$ cat config.mk
export PLATFORM = sky130hd
export DESIGN_NAME = fetch_stage
export DESIGN_NICKNAME = d
export VERILOG_FILES = /design/src/rtl/cpu_pkg.sv /design/src/rtl/fetch_queue.sv /design/src/rtl/fetch_stage.sv
export SDC_FILE = /design/constraint.sdc
export NUM_CORES = 1
export LEC_CHECK = 0
export CAP_MARGIN = 20
export CORE_ASPECT_RATIO = 1.4
export CORE_MARGIN = 3
export CORE_UTILIZATION = 30
export CTS_BUF_LIST = sky130_fd_sc_hd__clkbuf_4 sky130_fd_sc_hd__clkbuf_8
export DETAILED_ROUTE_END_ITERATION = 7
export HOLD_SLACK_MARGIN = 0.05
export SLEW_MARGIN = 20
export SYNTH_ARGS = -nofsm -noshare
export SYNTH_HDL_FRONTEND = slang
export SYNTH_SLANG_ARGS = --single-unit
$ cat constraint.sdc
create_clock -name clk -period 7.89 [get_ports clk]
set_input_delay 1.578 -clock clk [delete_from_list [all_inputs] [get_ports clk]]
set_output_delay 1.578 -clock clk [all_outputs]
set_load 0.1 [all_outputs]
$ cat src/rtl/cpu_pkg.sv
`default_nettype none
// +--------------------------------------------------------------------+
// | cpu_pkg : shared CPU widths, constants and fetch queue types        |
// | Rev 1.0                                                             |
// +--------------------------------------------------------------------+
package cpu_pkg;

    localparam int unsigned XLEN    = 32;
    localparam int unsigned INSTR_W = 32;
    localparam logic [XLEN-1:0]    PC_STEP = 32'd4;
    localparam logic [INSTR_W-1:0] NOP     = 32'h0000_0000;

    typedef enum logic [1:0] {
        Q_EMPTY = 2'd0,
        Q_ONE   = 2'd1,
        Q_FULL  = 2'd2
    } q_state_t;

    typedef struct packed {
        logic [XLEN-1:0]    pc;
        logic [INSTR_W-1:0] instr;
    } fq_entry_t;

    function automatic int unsigned q_count(input q_state_t s);
        case (s)
            Q_ONE:   q_count = 1;
            Q_FULL:  q_count = 2;
            default: q_count = 0;
        endcase
    endfunction

endpackage
`default_nettype wire

$ cat src/rtl/fetch_queue.sv
`default_nettype none
// +--------------------------------------------------------------------+
// | fetch_queue : two-entry FIFO of {pc, instr}, head always in slot 0  |
// | Rev 1.0                                                             |
// +--------------------------------------------------------------------+
module fetch_queue
    import cpu_pkg::*;
#(
    parameter int unsigned DEPTH = 2
) (
    input  logic      clk,
    input  logic      rst,
    input  logic      clear_i,
    input  logic      push_i,
    input  logic      pop_i,
    input  fq_entry_t data_i,
    output fq_entry_t data_o,
    output logic      full_o,
    output logic      empty_o
);

    q_state_t  state_q, state_d;
    fq_entry_t slot0_q, slot0_d;
    fq_entry_t slot1_q, slot1_d;

    always_ff @(posedge clk) begin
        if (rst) begin
            state_q <= Q_EMPTY;
        end else begin
            state_q <= state_d;
        end
    end

    // Payload needs no reset: it is only observed while the state says valid.
    always_ff @(posedge clk) begin
        slot0_q <= slot0_d;
        slot1_q <= slot1_d;
    end

    always_comb begin
        state_d = state_q;
        slot0_d = slot0_q;
        slot1_d = slot1_q;
        if (clear_i) begin
            state_d = Q_EMPTY;
        end else begin
            case (state_q)
                Q_EMPTY: begin
                    if (push_i) begin
                        slot0_d = data_i;
                        state_d = Q_ONE;
                    end
                end
                Q_ONE: begin
                    case ({push_i, pop_i})
                        2'b10: begin
                            slot1_d = data_i;
                            state_d = Q_FULL;
                        end
                        2'b01: state_d = Q_EMPTY;
                        2'b11: slot0_d = data_i;
                        default: ;
                    endcase
                end
                Q_FULL: begin
                    if (pop_i) begin
                        slot0_d = slot1_q;
                        if (push_i) begin
                            slot1_d = data_i;
                        end else begin
                            state_d = Q_ONE;
                        end
                    end
                end
                default: state_d = Q_EMPTY;
            endcase
        end
    end

    always_comb begin
        data_o = slot0_q;
        if (state_q == Q_EMPTY) begin
            data_o.instr = NOP;
        end
    end

    assign empty_o = (state_q == Q_EMPTY);
    assign full_o  = (q_count(state_q) == DEPTH);

endmodule
`default_nettype wire

$ cat src/rtl/fetch_stage.sv
`default_nettype none
// +--------------------------------------------------------------------+
// | fetch_stage : PC generation, redirect and 2-deep fetch queue        |
// | Rev 1.0                                                             |
// +--------------------------------------------------------------------+
module fetch_stage
    import cpu_pkg::*;
#(
    parameter logic [31:0] RESET_PC = 32'h0000_0000,
    parameter int unsigned QDEPTH   = 2
) (
    input  logic               clk,
    input  logic               rst,
    output logic [XLEN-1:0]    imem_addr,
    input  logic [INSTR_W-1:0] imem_rdata,
    input  logic               branch_taken,
    input  logic [XLEN-1:0]    branch_target,
    output logic               if_valid,
    input  logic               id_ready,
    output logic [INSTR_W-1:0] if_instr,
    output logic [XLEN-1:0]    if_pc,
    output logic [XLEN-1:0]    if_pc_plus4,
    output logic [15:0]        perf_stall
);

    logic [XLEN-1:0] pc_q, pc_d;
    logic [15:0]     stall_q, stall_d;
    logic            pop, push, q_full, q_empty;
    fq_entry_t       wr_entry, head;

    // A redirect squashes both the handshake and the fetch of that cycle.
    assign pop  = if_valid && id_ready && !branch_taken;
    assign push = !branch_taken && (!q_full || pop);

    assign wr_entry = '{pc: pc_q, instr: imem_rdata};

    fetch_queue #(
        .DEPTH (QDEPTH)
    ) u_queue (
        .clk     (clk),
        .rst     (rst),
        .clear_i (branch_taken),
        .push_i  (push),
        .pop_i   (pop),
        .data_i  (wr_entry),
        .data_o  (head),
        .full_o  (q_full),
        .empty_o (q_empty)
    );

    always_comb begin
        pc_d    = pc_q;
        stall_d = stall_q;
        if (branch_taken) begin
            pc_d = {branch_target[XLEN-1:2], 2'b00};
        end else if (push) begin
            pc_d = pc_q + PC_STEP;
        end
        if (if_valid && !id_ready && (stall_q != 16'hFFFF)) begin
            stall_d = stall_q + 16'd1;
        end
    end

    always_ff @(posedge clk) begin
        if (rst) begin
            pc_q    <= RESET_PC;
            stall_q <= 16'h0000;
        end else begin
            pc_q    <= pc_d;
            stall_q <= stall_d;
        end
    end

    assign imem_addr   = pc_q;
    assign if_valid    = !q_empty;
    assign if_instr    = head.instr;
    assign if_pc       = head.pc;
    assign if_pc_plus4 = head.pc + PC_STEP;
    assign perf_stall  = stall_q;

endmodule
`default_nettype wire

==> metrics.md <==
| Metric | Value |
|---|---|
| Vertical extent of the die | 203 µm |
| Number of buffers created by CTS | 17 |
| Total global-route track usage | 0.146 |
| Setup total negative slack | 0 ps |
| Warnings from Yosys | 0 |
| Number of global-route vias before repair | 5880 |
| Reg2reg start | u_queue.state_q[1] |
| Die X | 147 µm |
| Count of pins on the block boundary | 213 |
| Leading cell type in the layout, fill and taps excluded | sky130_fd_sc_hd__clkdlybuf4s50_1 |
| Result of the run | completed |
| Source-to-sink clock delay at the later pin of the worst-skew pair | 470 ps |
| DRC violation count after routing | 0 |
| Worst clock skew on the final layout | 21.4 ps |
| Number of nets still failing antenna checks after routing | 0 |
| Count of buffers inserted at the top-level ports | 204 |
| Category of the most critical setup path | reg2out |
| Area taken by flip-flops and latches | 4680 µm² |
| Number of buffers between clock root and the deepest sink | 2 |
| Power density over the cells | 211 nW/µm² |
| Mean cell area of the mapped netlist | 11.8 µm² |
| Required time at the worst-slack endpoint | 6310 ps |
| Most frequent cells in the layout | sky130_fd_sc_hd__clkdlybuf4s50_1, sky130_fd_sc_hd__edfxtp_1, sky130_fd_sc_hd__mux2_2 |
| GRT overflow | 0 |
| Total iterations of the first detailed-routing run | 4 |
| Die Outline Area | 29800 µm² |
| Cells resized by post-CTS repair | 0 |
| Time the worst path needs with I/O delays and setup | 5220 ps |
| Peak supply drop | 0.0953 mV |
| Slack of the worst reg-to-reg path | 5010 ps |
| Share of post-route cells with drive strength above 1 | 0.142 |
| Launching element type of the critical path | register |
| Vias after detailed routing | 5977 |
| Instance count along the most critical hold path | 2 |
| First-pass GRT wire length | 33900 µm |
| Root Buffer Master | sky130_fd_sc_hd__clkbuf_8 |
| Highest achievable clock rate | 191 MHz |
| P_leak | 3.57 nW |
| Fraction of registers with async set/reset | 0 |
| Routability-driven placement congestion ratio | 0.878 |
| Total wirelength of the detailed-routed design | 21700 µm |
| Diode insertion count for antenna repair | 0 |
| Hold path startpoint | perf_stall[6] |
| Number of endpoints failing setup at the final stage | 0 |
| Min-Delay Path Class | reg2reg |
| Number of clock sinks | 172 |
| Gate count after technology mapping | 708 |
| Post-layout net count | 944 |
| Area growth from synthesis to layout | 31.4% |
| Worst EP arrival | 3640 ps |
| Initial antenna violation count | 0 |
| Initial detailed-routing violation count | 282 |
| CTS Hold Bufs | 0 |
| Reg-to-reg endpoint | u_queue.slot1_q[22] |
| Number of filler instances in the final layout | 2612 |
| Maximum fanout along the worst path | 7 |
| Row count | 71 |
| Initial Utilization | 0.307 |
| Maximum number of pins on one net before global-route repair | 67 |
| Post-synth design cell area | 8320 µm² |
| Floorplan Core Area | 27100 µm² |
| Seq/Total Area, Yosys | 0.563 |
| Register-to-Register Path Depth | 5 |
| Area of combinational cells with multiple inputs | 3220 µm² |
| Crit end category | primary output |
| Synth unique cells | 51 |
| Normalized max-slew margin | 0.288 |
| Register clock-pin slew on the reported worst setup and hold paths | 110 ps |
| CTS HTree Levels | 4 |
| Setup fix buffers added after clock tree synthesis | 0 |
| Endpoints failing hold | 0 |
| Primary FF master, synth | sky130_fd_sc_hd__edfxtp_1 |
| DR vias/cell | 4.78 |
| Number of cells in the finished layout apart from fillers | 1251 |
| Post-DP HPWL | 15700 µm |
| Count of flip-flops with a built-in enable after synthesis | 124 |
| Average wire per standard cell | 17.4 µm |
| Setup repair after global routing missed its margin | false |
| Final count of pins violating max slew | 0 |
| Transition time of the tightest slew-check pin | 1060 ps |
| CTS tree | yes |
| Share of the clock period used by the worst path after layout | 0.662 |
| Hold Crit Endpoint | perf_stall[6] |
| Reported max-cap violation count | 0 |
| Number of flip-flops and latches in the synthesized netlist | 172 |
| Cells after DPL | 1219 |
## synthesized netlist by cell type, drive strengths merged (3+ instances only)
| cell type | n | area share |
|---|---|---|
| o21ai | 10 | 0.0060 |
| xnor2 | 23 | 0.024 |
| nor3 | 14 | 0.0084 |
| edfxtp | 124 | 0.45 |
| a2111oi | 5 | 0.0053 |
| mux2 | 69 | 0.093 |
| clkbuf | 21 | 0.0095 |
| nor4 | 22 | 0.017 |
| nor2 | 44 | 0.020 |
| nor2b | 43 | 0.032 |
| or4 | 11 | 0.0099 |
| and3 | 8 | 0.0060 |
| o31ai | 6 | 0.0054 |
| xor2 | 14 | 0.015 |
| or2 | 5 | 0.0038 |
| dfxtp | 48 | 0.12 |
| nor3b | 3 | 0.0041 |
| nand4 | 20 | 0.016 |
| ha | 3 | 0.0045 |
| a311oi | 8 | 0.0084 |
| or3 | 9 | 0.0072 |
| and4 | 12 | 0.013 |
| nand2 | 33 | 0.015 |
| a211oi | 16 | 0.014 |
| inv | 16 | 0.0072 |
| buf | 49 | 0.039 |
| nand3 | 34 | 0.022 |
| a21oi | 14 | 0.0084 |
## per-stage QoR
stage / hold slack [ps] / worst slack (ps) / utilization / total power (W) / cell area (µm²)
after global placement: 489 / 3120 / 0.388 / 0.00166 / 10500
after detailed placement: 488 / 3110 / 0.388 / 0.00166 / 10500
after floorplan: 496 / 2380 / - / 0.00152 / 8340
final: 510 / 2670 / 0.404 / 0.00230 / 10900
after global routing: 559 / 2420 / 0.404 / 0.00240 / 10900
after CTS: 509 / 2570 / 0.404 / 0.00234 / 10900
## where the power goes
part / internal [W] / switching [W] / leakage [nW]
Combinational: 0.000145 / 0.000428 / 1.78
Sequential: 0.00102 / 0.0000466 / 1.57
Clock: 0.000333 / 0.000333 / 0.221
## worst max-delay path by stage
stage	start	slack, ps	end	cells past startpoint
after floorplan	branch_taken	2380	u_queue.slot1_q[0]	3
after global placement	u_queue.data_o[34]	3120	if_pc_plus4[30]	6
after detailed placement	u_queue.data_o[34]	3110	if_pc_plus4[30]	6
after CTS	u_queue.data_o[34]	2570	if_pc_plus4[26]	6
after global routing	u_queue.data_o[34]	2420	if_pc_plus4[30]	6
final	u_queue.data_o[34]	2670	if_pc_plus4[26]	6
## sequential cells by signal, summed over array words and instances, names as in the netlist
name	flops
u_queue.slot1_q	62
u_queue.slot0_q	32
imem_addr	30
u_queue.data_o	30
perf_stall	16
u_queue.state_q	2
## kinds of logic after synthesis
logic type                 share of synthesized area
and+or+nand+nor                                0.179
DFF                                            0.563
buffers and inverters                         0.0561
AOI/OAI and AO/OA                             0.0612
muxes                                         0.0958
xor gates and xnor gates                      0.0389
adders and majority gates                    0.00571
other                                       0.000451
## worst max-delay path, cell delays in order, from the launching register on
cell                              delay [ps]
sky130_fd_sc_hd__edfxtp_1                460
sky130_fd_sc_hd__ha_1                    350
sky130_fd_sc_hd__nand3_1                 100
sky130_fd_sc_hd__or4_1                   650
sky130_fd_sc_hd__nor3_1                  270
sky130_fd_sc_hd__xor2_1                  200
sky130_fd_sc_hd__clkdlybuf4s50_1        1160
## metal layers
| metal | vias to the layer above | GRT usage | wire length, µm |
|---|---|---|---|
| li1 | 2933 | - | - |
| met1 | 2833 | 0.168 | 8850 |
| met2 | 189 | 0.255 | 11000 |
| met3 | 22 | 0.0424 | 1360 |
| met4 | 0 | 0.0535 | 512 |
| met5 | - | 0 | 0 |
## layout make-up
class,count,share of cell area
clock buffers,20,0.0240
clock inverters,12,0.0144
inverters,17,0.00584
multi-input cells,454,0.294
flip-flops and latches,172,0.428
well taps,365,0.0418
repair buffers,211,0.191
No activity file was read; power rests on OpenSTA's default activity.
